**config.mk**
```make
export PLATFORM = sky130hd
export DESIGN_NAME = rvx_core_trap_sequencer
export DESIGN_NICKNAME = d
export VERILOG_FILES = /design/src/rtl/rvx_core_trap_sequencer_pkg.sv /design/src/rtl/rvx_core_interrupt_prioritizer.sv /design/src/rtl/rvx_core_trap_sequencer.sv
export SDC_FILE = /design/constraint.sdc
export NUM_CORES = 1
export LEC_CHECK = 0
export ABC_AREA = 1
export BUFFER_PORTS_ARGS = -buffer_cell sky130_fd_sc_hd__buf_2
export CAP_MARGIN = 20
export CORE_MARGIN = 1.5
export CORE_UTILIZATION = 25
export DETAILED_ROUTE_END_ITERATION = 8
export GPL_TIMING_DRIVEN = 0
export HOLD_SLACK_MARGIN = 0.05
export PLACE_DENSITY = 0.57
export SLEW_MARGIN = 5
export SYNTH_ARGS = -nofsm -noshare
export SYNTH_HDL_FRONTEND = slang
export SYNTH_SLANG_ARGS = --single-unit
```
**constraint.sdc**
```tcl
create_clock -name clock -period 1.2 [get_ports clock]
set_input_delay 0.06 -clock clock [delete_from_list [all_inputs] [get_ports clock]]
set_output_delay 0.06 -clock clock [all_outputs]
set_load 0.005 [all_outputs]
```
**src/rtl/rvx_core_trap_sequencer_pkg.sv**
```systemverilog
// Shared constants for the trap sequencer: cause codes, PC mux selects, state encodings.
// Optional vectored-offset feature is controlled by RVX_TRAP_VECTORED_EN in the top module.
package rvx_core_trap_sequencer_pkg;

    localparam logic [3:0] RVX_CAUSE_MISALIGNED_FETCH = 4'd0;
    localparam logic [3:0] RVX_CAUSE_ILLEGAL          = 4'd2;
    localparam logic [3:0] RVX_CAUSE_BREAKPOINT       = 4'd3;
    localparam logic [3:0] RVX_CAUSE_MISALIGNED_LOAD  = 4'd4;
    localparam logic [3:0] RVX_CAUSE_MISALIGNED_STORE = 4'd6;
    localparam logic [3:0] RVX_CAUSE_ECALL_M          = 4'd11;
    localparam logic [3:0] RVX_CAUSE_IRQ_MSI          = 4'd3;
    localparam logic [3:0] RVX_CAUSE_IRQ_MTI          = 4'd7;
    localparam logic [3:0] RVX_CAUSE_IRQ_MEI          = 4'd11;

    localparam logic [1:0] RVX_PC_NEXT = 2'b00;
    localparam logic [1:0] RVX_PC_TRAP = 2'b01;
    localparam logic [1:0] RVX_PC_MEPC = 2'b10;
    localparam logic [1:0] RVX_PC_BOOT = 2'b11;

    localparam logic [2:0] RVX_TRAP_STATE_RESET       = 3'd0;
    localparam logic [2:0] RVX_TRAP_STATE_OPERATING   = 3'd1;
    localparam logic [2:0] RVX_TRAP_STATE_TRAP_WAIT   = 3'd2;
    localparam logic [2:0] RVX_TRAP_STATE_TRAP_TAKEN  = 3'd3;
    localparam logic [2:0] RVX_TRAP_STATE_TRAP_RETURN = 3'd4;

    typedef struct packed {
        logic       valid;
        logic       irq;
        logic [3:0] code;
    } trap_cause_t;

    function automatic logic [31:0] make_mcause(input logic irq, input logic [3:0] code);
        return {irq, 27'b0, code};
    endfunction

endpackage

```
**src/rtl/rvx_core_interrupt_prioritizer.sv**
```systemverilog
// Picks the highest-priority enabled machine interrupt (MEI > MSI > MTI).
module rvx_core_interrupt_prioritizer
    import rvx_core_trap_sequencer_pkg::*;
(
    input  logic       mstatus_mie,
    input  logic [2:0] mie,
    input  logic [2:0] mip,
    output logic       irq,
    output logic [3:0] code
);

    logic [2:0] pending;

    assign pending = mie & mip;
    assign irq     = mstatus_mie & (|pending);

    // bit order is {MEI, MTI, MSI}; MSI outranks MTI despite its lower bit position
    always_comb begin
        code = 4'd0;
        if (pending[2]) begin
            code = RVX_CAUSE_IRQ_MEI;
        end else if (pending[0]) begin
            code = RVX_CAUSE_IRQ_MSI;
        end else if (pending[1]) begin
            code = RVX_CAUSE_IRQ_MTI;
        end
    end

endmodule

```
**src/rtl/rvx_core_trap_sequencer.sv**
```systemverilog
// Trap/return sequencer: selects cause, drains the bus, then steers PC mux, flush/stall and CSR strobes.
// Define RVX_TRAP_VECTORED_EN to drive trap_vector_offset for vectored interrupts.
module rvx_core_trap_sequencer
    import rvx_core_trap_sequencer_pkg::*;
#(
    parameter logic [31:0] BOOT_ADDRESS = 32'h00000000
) (
    input  logic        clock,
    input  logic        reset,
    input  logic        illegal_instruction_s1,
    input  logic        ecall_s1,
    input  logic        ebreak_s1,
    input  logic        mret_s1,
    input  logic        misaligned_instruction_s1,
    input  logic        misaligned_load_s1,
    input  logic        misaligned_store_s1,
    input  logic        mstatus_mie,
    input  logic [2:0]  mie,
    input  logic [2:0]  mip,
    input  logic        bus_busy,
    input  logic        mtvec_mode,
    output logic [1:0]  pc_mux_sel,
    output logic        flush_s1,
    output logic        stall_s1,
    output logic        trap_taken,
    output logic        mret_taken,
    output logic [31:0] mcause,
    output logic [31:0] trap_vector_offset
);

    logic [2:0]  state;
    logic [2:0]  state_next;
    logic        irq;
    logic [3:0]  irq_code;
    trap_cause_t cause;
    logic        mret_event;

    rvx_core_interrupt_prioritizer u_prioritizer (
        .mstatus_mie (mstatus_mie),
        .mie         (mie),
        .mip         (mip),
        .irq         (irq),
        .code        (irq_code)
    );

    always_comb begin
        cause = '0;
        if (irq) begin
            cause = '{valid: 1'b1, irq: 1'b1, code: irq_code};
        end else if (misaligned_instruction_s1) begin
            cause = '{valid: 1'b1, irq: 1'b0, code: RVX_CAUSE_MISALIGNED_FETCH};
        end else if (illegal_instruction_s1) begin
            cause = '{valid: 1'b1, irq: 1'b0, code: RVX_CAUSE_ILLEGAL};
        end else if (ebreak_s1) begin
            cause = '{valid: 1'b1, irq: 1'b0, code: RVX_CAUSE_BREAKPOINT};
        end else if (ecall_s1) begin
            cause = '{valid: 1'b1, irq: 1'b0, code: RVX_CAUSE_ECALL_M};
        end else if (misaligned_load_s1) begin
            cause = '{valid: 1'b1, irq: 1'b0, code: RVX_CAUSE_MISALIGNED_LOAD};
        end else if (misaligned_store_s1) begin
            cause = '{valid: 1'b1, irq: 1'b0, code: RVX_CAUSE_MISALIGNED_STORE};
        end
    end

    // an interrupt arriving with an MRET wins; the MRET's own PC ends up in mepc
    assign mret_event = mret_s1 & ~cause.valid;

    always_comb begin
        state_next = state;
        case (state)
            RVX_TRAP_STATE_RESET:       state_next = RVX_TRAP_STATE_OPERATING;
            RVX_TRAP_STATE_OPERATING: begin
                if (cause.valid) begin
                    state_next = bus_busy ? RVX_TRAP_STATE_TRAP_WAIT : RVX_TRAP_STATE_TRAP_TAKEN;
                end else if (mret_event) begin
                    state_next = RVX_TRAP_STATE_TRAP_RETURN;
                end
            end
            RVX_TRAP_STATE_TRAP_WAIT: begin
                if (!bus_busy) begin
                    state_next = RVX_TRAP_STATE_TRAP_TAKEN;
                end
            end
            RVX_TRAP_STATE_TRAP_TAKEN:  state_next = RVX_TRAP_STATE_OPERATING;
            RVX_TRAP_STATE_TRAP_RETURN: state_next = RVX_TRAP_STATE_OPERATING;
            default:                    state_next = RVX_TRAP_STATE_RESET;
        endcase
    end

    always_ff @(posedge clock or posedge reset) begin
        if (reset) begin
            state  <= RVX_TRAP_STATE_RESET;
            mcause <= 32'd0;
        end else begin
            state <= state_next;
            if (state == RVX_TRAP_STATE_OPERATING && cause.valid) begin
                mcause <= make_mcause(cause.irq, cause.code);
            end
        end
    end

    always_comb begin
        pc_mux_sel = RVX_PC_NEXT;
        flush_s1   = 1'b0;
        stall_s1   = 1'b0;
        trap_taken = 1'b0;
        mret_taken = 1'b0;
        case (state)
            RVX_TRAP_STATE_RESET: begin
                pc_mux_sel = RVX_PC_BOOT;
                flush_s1   = 1'b1;
            end
            RVX_TRAP_STATE_TRAP_WAIT: begin
                stall_s1 = 1'b1;
            end
            RVX_TRAP_STATE_TRAP_TAKEN: begin
                pc_mux_sel = RVX_PC_TRAP;
                flush_s1   = 1'b1;
                trap_taken = 1'b1;
            end
            RVX_TRAP_STATE_TRAP_RETURN: begin
                pc_mux_sel = RVX_PC_MEPC;
                flush_s1   = 1'b1;
                mret_taken = 1'b1;
            end
            default: begin
            end
        endcase
    end

    // BOOT_ADDRESS is applied by the fetch PC mux when pc_mux_sel selects boot
    logic unused_inputs;

`ifdef RVX_TRAP_VECTORED_EN
    assign trap_vector_offset = (mcause[31] && mtvec_mode) ? {26'b0, mcause[3:0], 2'b00} : 32'd0;
    assign unused_inputs      = ^BOOT_ADDRESS;
`else
    assign trap_vector_offset = 32'd0;
    assign unused_inputs      = mtvec_mode ^ (^BOOT_ADDRESS);
`endif

endmodule

```
==> impl_results.html <==
<table>
<tr><th>Metric</th><th>Value</th></tr>
<tr><th colspan="2">CTS</th></tr>
<tr><td>CTS sink cnt</td><td>8</td></tr>
<tr><td>TritonCTS clock tree</td><td>yes</td></tr>
<tr><td>Reg clk slew, reported paths</td><td>0.04 ns</td></tr>
<tr><td>Clock tree root driver cell</td><td>sky130_fd_sc_hd__clkbuf_8</td></tr>
<tr><td>Clock insertion delay at the later pin of the skew report</td><td>0.23 ns</td></tr>
<tr><td>Clk buf depth</td><td>2</td></tr>
<tr><td>CTS H-tree lvls</td><td>1</td></tr>
<tr><td>Total CTS buffers</td><td>3</td></tr>
<tr><th colspan="2">STA</th></tr>
<tr><td>Final critical-path share of the clock period</td><td>0.986</td></tr>
<tr><td>RSZ-0062 raised after global routing</td><td>yes</td></tr>
<tr><td>Fin crit period</td><td>1.18 ns</td></tr>
<tr><td>Number of slew-limit violations in the final report</td><td>0</td></tr>
<tr><td>Setup violators final</td><td>0</td></tr>
<tr><td>Worst setup skew after layout</td><td>0.00363 ns</td></tr>
<tr><td>Number of failing hold endpoints at the final stage</td><td>0</td></tr>
<tr><td>PnR worst setup slack</td><td>0.0168 ns</td></tr>
<tr><td>Highest attainable clock frequency</td><td>845 MHz</td></tr>
<tr><th colspan="2">Yosys</th></tr>
<tr><td>Portion of synthesized cell area occupied by the leading cell type</td><td>0.449</td></tr>
<tr><td>Most used DFF post-synth</td><td>sky130_fd_sc_hd__dfrtp_1</td></tr>
<tr><td>Most frequent cells after synthesis</td><td>sky130_fd_sc_hd__buf_4 (59), sky130_fd_sc_hd__nand2_1 (20), sky130_fd_sc_hd__inv_1 (9), sky130_fd_sc_hd__dfrtp_1 (8), sky130_fd_sc_hd__o21ai_0 (8)</td></tr>
<tr><td>Sequential share of the synthesized area</td><td>0.203</td></tr>
<tr><td>Synth Instances</td><td>134</td></tr>
<tr><td>Area leader, netlist</td><td>sky130_fd_sc_hd__buf_4</td></tr>
<tr><td>Number of warnings issued by yosys</td><td>0</td></tr>
<tr><td>Count of cell types in the netlist</td><td>19</td></tr>
<tr><td>Summed instance area of the synthesized netlist</td><td>987 µm²</td></tr>
<tr><td>Most instantiated library cell after synthesis</td><td>sky130_fd_sc_hd__buf_4</td></tr>
<tr><td>Synthesized area divided by synthesized cell count</td><td>~7.4 µm²</td></tr>
<tr><td>Async set or reset register ratio after synthesis</td><td>1.00</td></tr>
<tr><td>Total of flip-flops plus latches after synthesis</td><td>8</td></tr>
<tr><td>Count of flip-flops with a built-in enable after synthesis</td><td>0</td></tr>
<tr><td>Synth top area cells</td><td>sky130_fd_sc_hd__buf_4 (45%), sky130_fd_sc_hd__dfrtp_1 (20%), sky130_fd_sc_hd__nand2_1 (7.6%), sky130_fd_sc_hd__o21ai_0 (4.1%), sky130_fd_sc_hd__inv_1 (3.4%)</td></tr>
<tr><th colspan="2">Place</th></tr>
<tr><td>Total instance count after detailed placement</td><td>267</td></tr>
<tr><td>Number of buffers added on ports</td><td>27</td></tr>
<tr><td>Final weighted congestion of routability-driven global placement</td><td>0.688</td></tr>
<tr><td>HPWL after detailed placement</td><td>about 1.5 mm</td></tr>
<tr><td>Worst slack after detailed placement</td><td>0.00779 ns</td></tr>
<tr><td>Total placed instance area</td><td>approximately 1400 µm²</td></tr>
<tr><th colspan="2">Detailed routing</th></tr>
<tr><td>Average wire per cell in the routed design</td><td>~6.3 µm</td></tr>
<tr><td>Drt initial violations</td><td>14</td></tr>
<tr><td>DR pass1 iterations</td><td>4</td></tr>
<tr><td>Total vias in the final route</td><td>838</td></tr>
<tr><td>Routed wire length</td><td>1.72 mm</td></tr>
<tr><td>Residual DRC count</td><td>0</td></tr>
<tr><td>Post-DR vias/cell</td><td>roughly 3.1</td></tr>
<tr><td>Antenna viol nets, final</td><td>0</td></tr>
<tr><th colspan="2">Pwr</th></tr>
<tr><td>Sequential cell fraction of total power</td><td>0.266</td></tr>
<tr><td>Switching power summed over all nets</td><td>634 µW</td></tr>
<tr><td>Pwr/cell area</td><td>1150 nW/µm²</td></tr>
<tr><td>Clk network pwr share</td><td>0.192</td></tr>
<tr><td>Leakage component of the power</td><td>0.920 nW</td></tr>
<tr><td>Internal power</td><td>approximately 1.1 mW</td></tr>
<tr><td>Proportion of total power due to net switching</td><td>0.377</td></tr>
<tr><td>Power share of the combinational group</td><td>0.542</td></tr>
<tr><td>Max IR drop VDD</td><td>around 0.00033 V</td></tr>
<tr><th colspan="2">Job</th></tr>
<tr><td>Max-Cap Viols</td><td>0</td></tr>
<tr><th colspan="2">Floorplan</th></tr>
<tr><td>Effective utilization at floorplan</td><td>0.266</td></tr>
<tr><td>Number of top-level pins</td><td>88</td></tr>
<tr><td>Rows</td><td>22</td></tr>
<tr><td>Die width</td><td>65.8 µm</td></tr>
<tr><td>DIE HEIGHT</td><td>between 60 and 70 µm</td></tr>
<tr><td>Core box area</td><td>3720 µm²</td></tr>
<tr><td>Die Area</td><td>~4300 µm²</td></tr>
<tr><th colspan="2">Finish</th></tr>
<tr><td>Final cell area excluding filler cells</td><td>1470 µm²</td></tr>
<tr><td>Seq. cell area</td><td>201 µm²</td></tr>
<tr><td>Post-layout instance count excluding filler cells</td><td>about 270</td></tr>
<tr><td>Area growth syn-to-layout</td><td>48.9%</td></tr>
<tr><td>Area of the multi-input gates</td><td>527 µm²</td></tr>
<tr><td>Ant diodes</td><td>0</td></tr>
<tr><td>Number of nets in the layout</td><td>245</td></tr>
<tr><td>Share of the core filled with cells</td><td>0.396</td></tr>
<tr><td>Share of post-route cells with drive strength above 1</td><td>0.462</td></tr>
<tr><td>Total of fill cells in the finished design</td><td>419</td></tr>
<tr><th colspan="2">Run status</th></tr>
<tr><td>Status</td><td>complete, no violations</td></tr>
<tr><th colspan="2">Hold path</th></tr>
<tr><td>Worst min path class</td><td>in -&gt; reg</td></tr>
<tr><th colspan="2">Worst setup path</th></tr>
<tr><td>Kind of launch point of the worst setup path</td><td>flip-flop</td></tr>
<tr><td>Worst Path Class, Setup</td><td>reg -&gt; out</td></tr>
<tr><td>Required time at the endpoint of the critical path</td><td>1.14 ns</td></tr>
<tr><td>Worst EP arrival</td><td>1.12 ns</td></tr>
<tr><td>Critical path capture point type</td><td>output port</td></tr>
<tr><td>Largest driver fanout on the critical path</td><td>4</td></tr>
<tr><th colspan="2">Global route</th></tr>
<tr><td>Pin count of the biggest net entering global routing</td><td>10</td></tr>
<tr><td>Overflow after GRT</td><td>0</td></tr>
<tr><td>Number of antenna violations at the first check in global routing</td><td>0</td></tr>
<tr><td>First-pass GRT wire length</td><td>2.51 mm</td></tr>
<tr><td>Total GRT Usage</td><td>0.0744</td></tr>
<tr><td>Via count of the first global-routing pass</td><td>645</td></tr>
</table>
[layout by cell type (no fill, tap or decap), drive strengths merged]
master | Yosys | layout
dlygate4sd3 | 0 | 1
dfrtp | 8 | 8
nand4 | 2 | 2
nand2 | 23 | 23
o21a | 1 | 1
conb | 1 | 59
clkbuf | 0 | 3
or2 | 1 | 1
a21oi | 1 | 1
o21ai | 8 | 8
buf | 59 | 88
nor3 | 5 | 5
nor2 | 10 | 10
nand3 | 5 | 5
inv | 10 | 10
[sequential cells by signal (all words and copies together) (netlist names)]
name / count
state: 3
mcause: 5
[logic make-up (layout without fill, tap and decap cells)]
group,after synthesis,in the layout,share of synthesized area
AOI/OAI and AO/OA,10,10,0.0532
buffers and inverters,69,102,0.487
and+or+nand+nor,46,46,0.253
other,1,59,0.00380
DFF,8,8,0.203
[stage by stage]
| stage | hold slack, ns | power (mW) | TNS (ns) |
|---|---|---|---|
| 2_1_floorplan | -0.124 | 1.02 | 0 |
| 4_1_cts | 0.0927 | 1.63 | 0 |
| 3_3_place_gp | 0.0147 | 1.28 | 0 |
| 5_1_grt | 0.130 | 1.84 | -0.415 |
| 3_5_place_dp | 0.0226 | 1.28 | 0 |
| 6_report | 0.0926 | 1.68 | 0 |
[metal layers]
metal | share of wire | wire length (µm) | track usage | vias up
met2 | 0.45 | 766 | 0.126 | 47
met4 | 0.017 | 29 | 0.0625 | 0
met1 | 0.41 | 708 | 0.0832 | 307
met5 | 0 | 0 | 0 | -
li1 | - | - | - | 482
met3 | 0.12 | 211 | 0.00681 | 2
[final timing paths]
check,start,slack [ns],cells after the start,to
max in group asynchronous,reset,0.61,3,state[2]
max reg2reg,state[1],0.04,8,mcause[2]
min reg2reg,mcause[1],0.48,2,mcause[1]
min,mret_s1,0.09,4,state[0]
max,state[0],0.02,4,pc_mux_sel[0]
min in group asynchronous,reset,0.34,3,mcause[31]
[layout make-up]
type,instances,area share
repair buffers,30,0.109
inverters,10,0.0255
well taps,48,0.0409
clock buffers,3,0.0281
flip-flops and latches,8,0.137
plain buffers,59,0.301
multi-input cells,115,0.358
[power by group through the flow]
stage	clock [mW]	sequential, mW	combinational [mW]
2_1_floorplan	0	0.445	0.572
3_5_place_dp	0	0.444	0.837
6_report	0.323	0.447	0.914
3_3_place_gp	0	0.443	0.835
5_1_grt	0.341	0.464	1.04
4_1_cts	0.333	0.444	0.850
[repair_timing]
| action | CTS | global route |
|---|---|---|
| setup endpoints to repair | 1 | 7 |
| hold buffers | 1 | 0 |
| resized for setup | 1 | 2 |
| hold endpoints to repair | 8 | 0 |
| buffers inserted | 0 | 2 |
| cloned | 0 | 0 |
| pin swaps | 0 | 3 |
[worst max-delay path: stages, from the launching register on]
cell                      delay [ns]
sky130_fd_sc_hd__dfrtp_1        0.41
sky130_fd_sc_hd__nor2_1         0.15
sky130_fd_sc_hd__inv_1          0.08
sky130_fd_sc_hd__o21ai_0        0.14
sky130_fd_sc_hd__buf_2          0.13
Note: power is estimated with default switching activity, not from simulation.
